## src/rtl/rx_buffer_ctrl_if.sv

```systemverilog
// Handshake bundle between rx_buffer_ctrl, the UART receiver, the dual-port RAM and the host.
// The slave modport is the controller's view; the master modport is the surrounding system's view.
interface rx_buffer_ctrl_if #(
  parameter int ADDR_W = 4
);
  logic              rxDone;
  logic [7:0]        toMem;
  logic              memWrEn;
  logic [ADDR_W-1:0] memWrAddr;
  logic [7:0]        memWrData;
  logic [ADDR_W-1:0] memRdAddr;
  logic [7:0]        memRdData;
  logic              rdReq;
  logic              rdValid;
  logic [7:0]        rdData;
  logic [ADDR_W:0]   count;
  logic              empty;
  logic              full;
  logic              overflow;
  logic              clrOvf;

  modport slave (
    input  rxDone, toMem, memRdData, rdReq, clrOvf,
    output memWrEn, memWrAddr, memWrData, memRdAddr,
           rdValid, rdData, count, empty, full, overflow
  );

  modport master (
    output rxDone, toMem, memRdData, rdReq, clrOvf,
    input  memWrEn, memWrAddr, memWrData, memRdAddr,
           rdValid, rdData, count, empty, full, overflow
  );
endinterface

```

## src/rtl/rx_buffer_ctrl.sv

```systemverilog
// Receive buffer controller: one RAM write per rxDone frame, circular FIFO, 3-cycle host read.
// Optional feature macro RXCTRL_OVERWRITE_EN: when full, a new byte overwrites the oldest one.
module rx_buffer_ctrl #(
  parameter int ADDR_W = 4
) (
  input  logic           baudClk,
  input  logic           reset,
  rx_buffer_ctrl_if.slave bus
);

  localparam logic [ADDR_W:0] DEPTH_V = {1'b1, {ADDR_W{1'b0}}};

  typedef enum logic [1:0] {
    IDLE    = 2'd0,
    RD_WAIT = 2'd1,
    RD_OUT  = 2'd2
  } rd_state_t;

  rd_state_t         state_r;
  logic              rx_done_prev_r;
  logic [ADDR_W-1:0] wr_ptr_r;
  logic [ADDR_W-1:0] rd_ptr_r;
  logic [ADDR_W:0]   count_r;
  logic              mem_wr_en_r;
  logic [ADDR_W-1:0] mem_wr_addr_r;
  logic [7:0]        mem_wr_data_r;
  logic              rd_valid_r;
  logic [7:0]        rd_data_r;
  logic              overflow_r;

  logic              empty_s;
  logic              full_s;
  logic              wr_event_s;
  logic              rd_accept_s;
  logic              ovf_s;
  logic              do_write_s;
  logic              rd_adv_s;
  logic              count_inc_s;

  // Event decode: frame edge, read acceptance, overflow and the resulting pointer moves.
  always_comb begin
    empty_s     = (count_r == {(ADDR_W+1){1'b0}});
    full_s      = (count_r == DEPTH_V);
    wr_event_s  = bus.rxDone & ~rx_done_prev_r;
    rd_accept_s = (state_r == IDLE) & bus.rdReq & ~empty_s;
    ovf_s       = wr_event_s & full_s & ~rd_accept_s;
    // An overwrite keeps count at DEPTH, so only a non-overflow write grows the buffer.
    count_inc_s = wr_event_s & ~ovf_s;
`ifdef RXCTRL_OVERWRITE_EN
    do_write_s  = wr_event_s;
    rd_adv_s    = rd_accept_s | ovf_s;
`else
    do_write_s  = wr_event_s & ~ovf_s;
    rd_adv_s    = rd_accept_s;
`endif
  end

  // Write path, pointers, occupancy and sticky overflow.
  always_ff @(posedge baudClk) begin
    if (reset) begin
      rx_done_prev_r <= 1'b0;
      wr_ptr_r       <= {ADDR_W{1'b0}};
      rd_ptr_r       <= {ADDR_W{1'b0}};
      count_r        <= {(ADDR_W+1){1'b0}};
      mem_wr_en_r    <= 1'b0;
      mem_wr_addr_r  <= {ADDR_W{1'b0}};
      mem_wr_data_r  <= 8'h00;
      overflow_r     <= 1'b0;
    end else begin
      rx_done_prev_r <= bus.rxDone;
      mem_wr_en_r    <= do_write_s;
      if (do_write_s) begin
        mem_wr_addr_r <= wr_ptr_r;
        mem_wr_data_r <= bus.toMem;
        wr_ptr_r      <= wr_ptr_r + ADDR_W'(1);
      end
      if (rd_adv_s) begin
        rd_ptr_r <= rd_ptr_r + ADDR_W'(1);
      end
      case ({count_inc_s, rd_accept_s})
        2'b10:   count_r <= count_r + (ADDR_W+1)'(1);
        2'b01:   count_r <= count_r - (ADDR_W+1)'(1);
        default: count_r <= count_r;
      endcase
      if (ovf_s) begin
        overflow_r <= 1'b1;
      end else if (bus.clrOvf) begin
        overflow_r <= 1'b0;
      end
    end
  end

  // Host read FSM: accept in IDLE, capture RAM data in RD_WAIT, pulse rdValid in RD_OUT.
  always_ff @(posedge baudClk) begin
    if (reset) begin
      state_r    <= IDLE;
      rd_valid_r <= 1'b0;
      rd_data_r  <= 8'h00;
    end else begin
      case (state_r)
        IDLE: begin
          rd_valid_r <= 1'b0;
          if (rd_accept_s) begin
            state_r <= RD_WAIT;
          end else begin
            state_r <= IDLE;
          end
        end
        RD_WAIT: begin
          rd_data_r  <= bus.memRdData;
          rd_valid_r <= 1'b1;
          state_r    <= RD_OUT;
        end
        RD_OUT: begin
          rd_valid_r <= 1'b0;
          state_r    <= IDLE;
        end
        default: begin
          rd_valid_r <= 1'b0;
          state_r    <= IDLE;
        end
      endcase
    end
  end

  assign bus.memWrEn   = mem_wr_en_r;
  assign bus.memWrAddr = mem_wr_addr_r;
  assign bus.memWrData = mem_wr_data_r;
  assign bus.memRdAddr = rd_ptr_r;
  assign bus.rdValid   = rd_valid_r;
  assign bus.rdData    = rd_data_r;
  assign bus.count     = count_r;
  assign bus.empty     = empty_s;
  assign bus.full      = full_s;
  assign bus.overflow  = overflow_r;

endmodule

```

## src/flat_wrapper.sv

```systemverilog
// flat-port wrapper written by rule: the top's interface ports become plain ports
module rx_buffer_ctrl_flat 
#(
  parameter int ADDR_W = 4
)
  (baudClk, reset, bus_rxDone, bus_toMem, bus_memRdData, bus_rdReq, bus_clrOvf, bus_memWrEn, bus_memWrAddr, bus_memWrData, bus_memRdAddr, bus_rdValid, bus_rdData, bus_count, bus_empty, bus_full, bus_overflow);
  rx_buffer_ctrl_if #(.ADDR_W(ADDR_W)) bus_i ();
  input  logic baudClk;
  input  logic reset;
  input wire logic [$bits(bus_i.rxDone)-1:0] bus_rxDone;
  input wire logic [$bits(bus_i.toMem)-1:0] bus_toMem;
  input wire logic [$bits(bus_i.memRdData)-1:0] bus_memRdData;
  input wire logic [$bits(bus_i.rdReq)-1:0] bus_rdReq;
  input wire logic [$bits(bus_i.clrOvf)-1:0] bus_clrOvf;
  output wire logic [$bits(bus_i.memWrEn)-1:0] bus_memWrEn;
  output wire logic [$bits(bus_i.memWrAddr)-1:0] bus_memWrAddr;
  output wire logic [$bits(bus_i.memWrData)-1:0] bus_memWrData;
  output wire logic [$bits(bus_i.memRdAddr)-1:0] bus_memRdAddr;
  output wire logic [$bits(bus_i.rdValid)-1:0] bus_rdValid;
  output wire logic [$bits(bus_i.rdData)-1:0] bus_rdData;
  output wire logic [$bits(bus_i.count)-1:0] bus_count;
  output wire logic [$bits(bus_i.empty)-1:0] bus_empty;
  output wire logic [$bits(bus_i.full)-1:0] bus_full;
  output wire logic [$bits(bus_i.overflow)-1:0] bus_overflow;
  assign bus_i.rxDone = bus_rxDone;
  assign bus_i.toMem = bus_toMem;
  assign bus_i.memRdData = bus_memRdData;
  assign bus_i.rdReq = bus_rdReq;
  assign bus_i.clrOvf = bus_clrOvf;
  assign bus_memWrEn = bus_i.memWrEn;
  assign bus_memWrAddr = bus_i.memWrAddr;
  assign bus_memWrData = bus_i.memWrData;
  assign bus_memRdAddr = bus_i.memRdAddr;
  assign bus_rdValid = bus_i.rdValid;
  assign bus_rdData = bus_i.rdData;
  assign bus_count = bus_i.count;
  assign bus_empty = bus_i.empty;
  assign bus_full = bus_i.full;
  assign bus_overflow = bus_i.overflow;
  rx_buffer_ctrl #(.ADDR_W(ADDR_W)) u_core (.baudClk(baudClk), .reset(reset), .bus(bus_i));
endmodule
```

## config.mk

```make
export PLATFORM = sky130hd
export DESIGN_NAME = rx_buffer_ctrl_flat
export DESIGN_NICKNAME = d
export VERILOG_FILES = /design/src/rtl/rx_buffer_ctrl_if.sv /design/src/rtl/rx_buffer_ctrl.sv /design/src/flat_wrapper.sv
export SDC_FILE = /design/constraint.sdc
export NUM_CORES = 1
export LEC_CHECK = 0
export CAP_MARGIN = 10
export CORE_MARGIN = 3
export CORE_UTILIZATION = 49
export DETAILED_ROUTE_END_ITERATION = 8
export PLACE_DENSITY_LB_ADDON = 0.05
export RECOVER_POWER = 100
export SETUP_SLACK_MARGIN = 0.5
export SLEW_MARGIN = 0
export SYNTH_ARGS = -nofsm -noshare
export SYNTH_HDL_FRONTEND = slang
export SYNTH_SLANG_ARGS = --single-unit
```

## constraint.sdc

```tcl
create_clock -name baudClk -period 6.1 [get_ports baudClk]
set_clock_uncertainty 0.15 [all_clocks]
set_input_delay 0.915 -clock baudClk [delete_from_list [all_inputs] [get_ports baudClk]]
set_output_delay 0.915 -clock baudClk [all_outputs]
set_load 0.05 [all_outputs]
```

---- Yosys cells after proc, flatten, opt, wreduce, memory -nomap -nowiden ----
Index checks and enable logic that the tools add are counted.
word-level totals
  output and inout bits ................... 34
  logic and storage cells ................. 39
  flip-flop bits (word level) ............. 39
  input bits .............................. 21
operators by class
  bitwise gates (word level) .............. 10
  muxes and demuxes ....................... 6
  reductions and logical operators ........ 4
  eq/ne operators ......................... 4
  add/subtract/negate cells ............... 4
operators with widths
  operator                                                             number
  5-bit case mux with 2 select lines                                   1
  4-bit by 1-bit adder with 4-bit output (second input constant)       2
  1-bit AND                                                            6
  5-bit by 1-bit adder with 5-bit output (second input constant)       1
  5-bit == test (second input constant)                                1
  5-bit logical NOT                                                    1
  5-bit by 1-bit subtractor with 5-bit output (second input constant)  1
  2-bit by 1-bit == test with 1-bit output (second input constant)     2
  1-bit 2-to-1 mux                                                     4
  1-bit NOT                                                            4
  2-bit case mux with 2 select lines                                   1
  2-bit nonzero test                                                   2
  2-bit == test (second input constant)                                1
  2-bit logical NOT                                                    1

---- Longest topological paths before layout ----
Gate-level depths: netlist of the first run.
  depth in word-level cells ............... 9
  mapped depth ............................ 9
  depth with buffers taken out ............ 8

---- Worst setup path after synthesis of the first run ----
OpenSTA, ideal clock, no wires.
  path kind ............................... reg2out
  start point ............................. register u_core.count_r[0], in the netlist u_core.bus.count[0]
  end point ............................... output bus_full
  path buffers ............................ 1
  stages on the path, launching flop included .. 4
  setup slack ............................. 3.092 ns
  data arrival time ....................... 1.943 ns
  data required time ...................... 5.035 ns
  cell sequence ........................... dfxtp_1 > or4_4 > buf_6 > nor2_1
between the ends
  longest elaborated chain between the ends .. 1
RTL lines
  what                      line                  source
  start: declaration        rx_buffer_ctrl.sv:23  logic [ADDR_W:0] count_r;
  start signal: assignment  rx_buffer_ctrl.sv:64  count_r <= {(ADDR_W+1){1'b0}};
  start signal: assignment  rx_buffer_ctrl.sv:81  2'b10: count_r <= count_r + (ADDR_W+1)'(1);
  start signal: assignment  rx_buffer_ctrl.sv:82  2'b01: count_r <= count_r - (ADDR_W+1)'(1);
  5-bit == test             rx_buffer_ctrl.sv:43  full_s = (count_r == DEPTH_V);
  end: declaration          flat_wrapper.sv:23    output wire logic [$bits(bus_i.full)-1:0] bus_full;
Every way passes these cells.

---- Worst setup path in the final report of the first run ----
  start point ............................. input bus_rdReq
  end point ............................... register u_core.count_r[4], in the netlist u_core.bus.count[4]
between the ends
  longest elaborated chain between the ends .. 8
  elaborated cells between the ends (all ways) .. 10
  classes of those cells .................. eq/ne: 2; mux: 1; bitwise: 6; reduce/logical: 1
RTL lines
  what                                                                       line                  source
  start: declaration                                                         flat_wrapper.sv:13    input wire logic [$bits(bus_i.rdReq)-1:0] bus_rdReq;
  1-bit AND (*) (2 in a row)                                                 rx_buffer_ctrl.sv:45  rd_accept_s = (state_r == IDLE) & bus.rdReq & ~empty_s;
  1-bit NOT                                                                  rx_buffer_ctrl.sv:46  ovf_s = wr_event_s & full_s & ~rd_accept_s;
  1-bit AND                                                                  rx_buffer_ctrl.sv:46
  1-bit NOT                                                                  rx_buffer_ctrl.sv:48  count_inc_s = wr_event_s & ~ovf_s;
  1-bit AND                                                                  rx_buffer_ctrl.sv:48
  2-bit by 1-bit == test with 1-bit output or 2-bit == test (tied branches)  rx_buffer_ctrl.sv:80  case ({count_inc_s, rd_accept_s})
  5-bit case mux with 2 select lines or 2-bit nonzero test (tied branches)   -
  end signal: assignment                                                     rx_buffer_ctrl.sv:81
  end signal: assignment                                                     rx_buffer_ctrl.sv:82
  end signal: assignment                                                     rx_buffer_ctrl.sv:83  default: count_r <= count_r;
Mark *: on every way between the ends. The rest lies on a longest branch, timed or not.
A chain may end at the register's enable or synchronous reset.

==> flow_metrics.env, run 1 <==
export IMPL_ctsHtreeMaxLevel=2
export IMPL_slowest_delay_ps=720
export IMPL_crit_chain="dlygate4sd3_1 > nor3b_1 > o21ai_0 > nor2_1 > ha_1 > a21oi_1 > nand2_1 > or3_1 > a31oi_1"
export IMPL_crit_type="in -> reg"
export IMPL_clock_path_buffers=2
export IMPL_crit_slowest_cell="nor3b_1"
export IMPL_leakage_nw=1.01
export IMPL_synth_main_ff_cell="dfxtp_1"
export IMPL_die_x_um=65.0
export IMPL_worst_slack_ps=1780
export IMPL_netlist_area_um2=1710
export IMPL_worst_ep_arrival_time_ps=4420
export IMPL_setup_viol=0
export IMPL_start_util=0.537
export IMPL_wire_per_inst_um=13.8
export IMPL_finalHoldViolCount=0
export IMPL_cts_inserted_buffers=5
export IMPL_path_max_fanout=6
export IMPL_finalNonFillerCells=276
export IMPL_final_common_cell="dfxtp_1"
export IMPL_grt_pass1_wl_um=6370
export IMPL_yosysSeqAreaShare=0.445
export IMPL_syn_inst=179
export IMPL_grt_max_degree=38
export IMPL_cts_setup_buffers=0
export IMPL_num_io_pins=55
export IMPL_vias=1428
export IMPL_maxCapViolations=1
export IMPL_synth_cell_types=40
export IMPL_synth_edf_count=0
export IMPL_area_delta_synth_final_pct=35.0
export IMPL_fin_setup_tns_ps=0
export IMPL_synth_compound_area_frac=0.119
export IMPL_path_buf_inv=1
export IMPL_cts_hold_buffers_added=0
export IMPL_max_freq_ghz=0.231
export IMPL_slew_violations=37
export IMPL_critPathRequiredTime_ps=6200
export IMPL_worst_pin_slew_ps=1510
export IMPL_antenna_found_initial=0
export IMPL_ys_seq_elements=38
export IMPL_finalPower_mw=0.947
export IMPL_syn_nets=206
export IMPL_placed_cells=269
export IMPL_whs_ps=308
export IMPL_track_usage=0.195
export IMPL_postLayoutCoreUtil=0.726
export IMPL_routabilityCongestion=0.839
export IMPL_vias_per_cell=5.17
export IMPL_critPathLaunchType="input port"
export IMPL_ir_drop_mv=0.281
export IMPL_synthAdderAreaFrac=0.0484
export IMPL_clk_pin_slew_ps=110
export IMPL_cts_tree="done"
export IMPL_worstHoldPathType="reg -> reg"
export IMPL_synthSimpleGateAreaFrac=0.200
export IMPL_grt_overflow_total=0
export IMPL_grt_pass1_vias=1387
export IMPL_period_minus_slack_ps=4320
export IMPL_netlist_area_leader_share=0.445
export IMPL_fin_nets=259
export IMPL_maxSlewHeadroom=-0.00389
export IMPL_crit_family="simple AND/OR/NAND/NOR gates"
export IMPL_drt_iter0_markers=51
export IMPL_async_flop_share=0
export IMPL_portBuffers=54
export IMPL_dp_hpwl_um=2730
export IMPL_coreArea_um2=3180
export IMPL_diodes=0
export IMPL_yosysTopAreaCell="dfxtp_1"
export IMPL_dr_pass1_iters=4
export IMPL_pre_cts_slack_ps=2280
export IMPL_design_area_um2=2310
export IMPL_drive_above_1_share=0.0690
export IMPL_rsz0062_at_grt="no"
export IMPL_violations="max-capacitance violations, max-slew violations"
export IMPL_fp_dieH_um=65.0
export IMPL_fillers=261
export IMPL_fin_crit_sh=0.709
export IMPL_status="finished with violations"
export IMPL_clk_latency_ps=340
export IMPL_rows=20
export IMPL_synth_mux_area_frac=0.111
export IMPL_postCtsResizedCells=0
export IMPL_die_area_um2=4230
export IMPL_end_kind="register"
export IMPL_synthTopCellsByArea="dfxtp_1 45%, mux2i_1 9.4%, nor2_1 5.5%, nand2_1 4.6%, a21oi_1 4.1%"
export IMPL_drc_errors=0
export IMPL_power_density_nw_per_um2=411
export IMPL_clockRootBuffer="clkbuf_4"
export IMPL_placed_cell_area_um2=2250
export IMPL_final_cell_mix="38 x dfxtp_1, 36 x dlygate4sd3_1, 25 x nor2_1"
export IMPL_synth_top_family_by_area="simple AND/OR/NAND/NOR gates"
export IMPL_cts_sinks=38
export IMPL_wl_um=3820
export IMPL_synthXorXnorAreaFrac=0.0256
export IMPL_yosysWarnings=0
export IMPL_avgSynthCellArea_um2=9.54
export IMPL_ant_nets=0
## kinds of logic (layout without fill, tap and decap cells)
group / Yosys count / in the layout
xor gates and xnor gates: 5 / 5
muxes: 18 / 18
buffers and inverters: 13 / 66
AOI/OAI and AO/OA: 28 / 28
and+or+nand+nor: 71 / 71
adders and majority gates: 6 / 6
DFF: 38 / 38
## where the power goes
group	switching [mW]	internal, mW	total, mW
clock network	0.0795	0.0954	0.175
logic	0.292	0.158	0.450
registers	0.0385	0.284	0.322
total	0.410	0.537	0.947
## layout make-up
type / instances / area (um2) / share of cell area
Inverter: 3 / 11.3 / 0.00488
Tap cell: 44 / 55.1 / 0.0239
Multi-Input combinational cell: 128 / 850 / 0.368
Timing Repair Buffer: 56 / 548 / 0.238
Sequential cell: 38 / 761 / 0.330
Clock inverter: 1 / 30.0 / 0.0130
Clock buffer: 6 / 51.3 / 0.0222
## layer usage
layer / vias to the layer above / share of wire / global-route usage
met5: - / 0 / 0
met4: 0 / 0.021 / 0.0777
met3: 10 / 0.081 / 0.0815
met2: 55 / 0.49 / 0.322
met1: 646 / 0.41 / 0.223
li1: 717 / - / -
## registers in the layout, summed over array words and instances (netlist names)
name	flops
u_core.bus.count	5
u_core.bus.memRdAddr	4
u_core.bus.memWrAddr	4
u_core.bus.memWrData	8
u_core.bus.memWrEn	1
u_core.bus.overflow	1
u_core.bus.rdData	8
u_core.bus.rdValid	1
u_core.rx_done_prev_r	1
u_core.state_r	1
u_core.wr_ptr_r	4
## cell usage after synthesis, drive strengths merged (3+ instances only)
master  instances
ha              5
nand2          21
nand3           7
clkbuf          6
mux2i          16
inv             3
and2b           3
a21oi          15
xor2            3
dfxtp          38
nor2           25
buf             4
## worst paths after layout
| path | slack, ps | to | startpoint | depth (start not counted) |
|---|---|---|---|---|
| setup reg to reg | 2550 | u_core.bus.count[4] | u_core.state_r[0] | 8 |
| hold / removal | 310 | u_core.bus.rdData[7] | u_core.bus.rdData[7] | 2 |
| setup / recovery | 1780 | u_core.bus.count[4] | bus_rdReq | 9 |
| hold reg to reg | 310 | u_core.bus.rdData[7] | u_core.bus.rdData[7] | 2 |
## tightest hold or removal path: stages (launching register included)
cell     delay (ps)
dfxtp_1         320
nand2_1          50
a21oi_1          50
Note: power is estimated with default switching activity, not from simulation.
==> inputs of run 2 (changes only) <==
--- a/config.mk
+++ b/config.mk
@@ -7,7 +7,7 @@
 export LEC_CHECK = 0
 export CAP_MARGIN = 10
 export CORE_MARGIN = 3
-export CORE_UTILIZATION = 49
+export CORE_UTILIZATION = 45
 export DETAILED_ROUTE_END_ITERATION = 8
 export PLACE_DENSITY_LB_ADDON = 0.05
 export RECOVER_POWER = 100
==> constraint.sdc (replaced) <==
create_clock -name baudClk -period 4.5 [get_ports baudClk]
set_clock_uncertainty 0.15 [all_clocks]
set_input_delay 0.675 -clock baudClk [delete_from_list [all_inputs] [get_ports baudClk]]
set_output_delay 0.675 -clock baudClk [all_outputs]
set_load 0.05 [all_outputs]
==> run 2 against run 1 <==
  * The run now ends clean
  * Via count is 3.2% lower
  * Global-route usage is 2.2 points lower
  * Clock-buffer cell count stayed put
  * Core utilization is 5.8 points lower
  * First-iteration DRC count is 110% higher
  * Critical path depth stayed put
  * Die area is 8.0% higher
  * Worst setup slack worse by 960 ps
  * Total power is 40% higher
  * Cell count is 0.72% higher
  * Clock power is 65% higher
  * Sequential power is 36% higher
  * Highest routed layer unchanged
==> flow_metrics.env, run 2 (synthesis results as in run 1) <==
export IMPL_rrSetupSlack_ps=1400
export IMPL_met1Wirelength_um=1600
export IMPL_die_area_um2=4570
export IMPL_path_max_fanout=6
export IMPL_cts_hold_buffers_added=0
export IMPL_track_usage=0.174
export IMPL_clock_path_buffers=2
export IMPL_vias_per_cell=4.97
export IMPL_grt_pass1_vias=1317
export IMPL_ant_nets=0
export IMPL_worst_ep_arrival_time_ps=3740
export IMPL_final_cell_mix="38 x dfxtp_1, 36 x dlygate4sd3_1, 25 x nor2_1"
export IMPL_grt_pass1_wl_um=5890
export IMPL_clockRootBuffer="clkbuf_8"
export IMPL_grt_overflow_total=0
export IMPL_start_util=0.489
export IMPL_status="finished clean"
export IMPL_clk_pin_slew_ps=70
export IMPL_rr_endpoint="u_core.bus.count[4]"
export IMPL_cts_setup_buffers=0
export IMPL_coreArea_um2=3490
export IMPL_reg2reg_from="u_core.bus.rdValid"
export IMPL_wl_met2_um=1700
export IMPL_worst_pin_slew_ps=1170
export IMPL_finalHoldViolCount=0
export IMPL_end_kind="register"
export IMPL_worstHoldPathType="reg -> reg"
export IMPL_vias=1382
export IMPL_fin_setup_tns_ps=0
export IMPL_max_freq_ghz=0.272
export IMPL_power_density_nw_per_um2=567
export IMPL_critPathLaunchType="input port"
export IMPL_dp_hpwl_um=2660
export IMPL_whs_path_depth=2
export IMPL_fin_nets=259
export IMPL_postCtsResizedCells=0
export IMPL_fin_crit_sh=0.818
export IMPL_maxCapViolations=0
export IMPL_num_io_pins=55
export IMPL_drc_errors=0
export IMPL_ctsHtreeMaxLevel=2
export IMPL_hold_start="u_core.bus.rdData[1]"
export IMPL_drive_above_1_share=0.0733
export IMPL_fp_dieH_um=67.6
export IMPL_critPathRequiredTime_ps=4560
export IMPL_period_minus_slack_ps=3680
export IMPL_maxSlewHeadroom=0.223
export IMPL_crit_type="in -> reg"
export IMPL_dr_pass1_iters=4
export IMPL_cts_inserted_buffers=5
export IMPL_clk_latency_ps=290
export IMPL_wl_um=3620
export IMPL_setup_viol=0
export IMPL_route_top_layer_used="met4"
export IMPL_wl_met3_um=277
export IMPL_ir_drop_mv=0.283
export IMPL_rr_worst_depth=8
export IMPL_routabilityCongestion=0.796
export IMPL_grt_max_degree=20
export IMPL_antenna_found_initial=0
export IMPL_leakage_nw=1.02
export IMPL_slew_violations=0
export IMPL_drt_iter0_markers=105
export IMPL_cts_tree="done"
export IMPL_wire_per_inst_um=13.0
export IMPL_portBuffers=54
export IMPL_die_x_um=67.6
export IMPL_finalPower_mw=1.32
export IMPL_rsz0062_at_grt="no"
export IMPL_rows=21
export IMPL_diodes=0
export IMPL_final_common_cell="dfxtp_1"
export IMPL_holdPathEnd="u_core.bus.rdData[1]"
export IMPL_area_delta_synth_final_pct=36.6
export IMPL_cts_sinks=38
==> run 2: through the flow <==
stage	hold WS, ps	setup slack, ps	area [um2]	utilization	instances
CTS	309	1290	2370	0.677	278
global placement	290	1120	2250	0.645	271
finish	305	819	2330	0.667	278
floorplan	314	1580	1710	-	179
detailed placement	299	998	2250	0.645	271
global route	327	642	2330	0.667	278
==> run 2: how the worst max path moves through the flow <==
stage                                   start  slack [ps]  cells past startpoint                   to
final                               bus_rdReq         820                      9  u_core.bus.count[4]
after global routing                bus_rdReq         640                      9  u_core.bus.count[4]
after CTS                           bus_rdReq        1290                      9  u_core.bus.count[4]
after detailed placement            bus_rdReq        1000                      9  u_core.bus.count[4]
after global placement              bus_rdReq        1120                      9  u_core.bus.count[4]
after floorplan           u_core.bus.count[0]        1580                      9  u_core.bus.count[4]
==> run 2: report_power, final <==
part,switching [mW],total [mW],internal [mW],leakage (nW)
registers,0.0526,0.437,0.385,0.309
logic,0.388,0.598,0.210,0.653
clock network,0.111,0.288,0.177,0.0573
total,0.551,1.32,0.772,1.02
==> run 2: layout make-up <==
type,count,area [um2]
clock buffer,6,82.6
fill,284,1160
clock inverter,1,30.0
timing repair buffer,56,548
sequential,38,761
multi-input combinational,128,842
inverter,3,11.3
tap,46,57.6
==> run 2: layer usage <==
| layer | vias up | track usage |
|---|---|---|
| met2 | 47 | 0.281 |
| met1 | 620 | 0.208 |
| met3 | 6 | 0.0632 |
| li1 | 709 | - |
| met5 | - | 0 |
| met4 | 0 | 0.0684 |
==> run 2: worst max-delay path, cell delays in order <==
cell and delay, ps:
dlygate4sd3_1 530, nor3b_1 740, o21ai_2 250, nor2_1 310
ha_1 330, a21oi_1 240, nand2_1 110, or3_1 380
a31oi_1 160
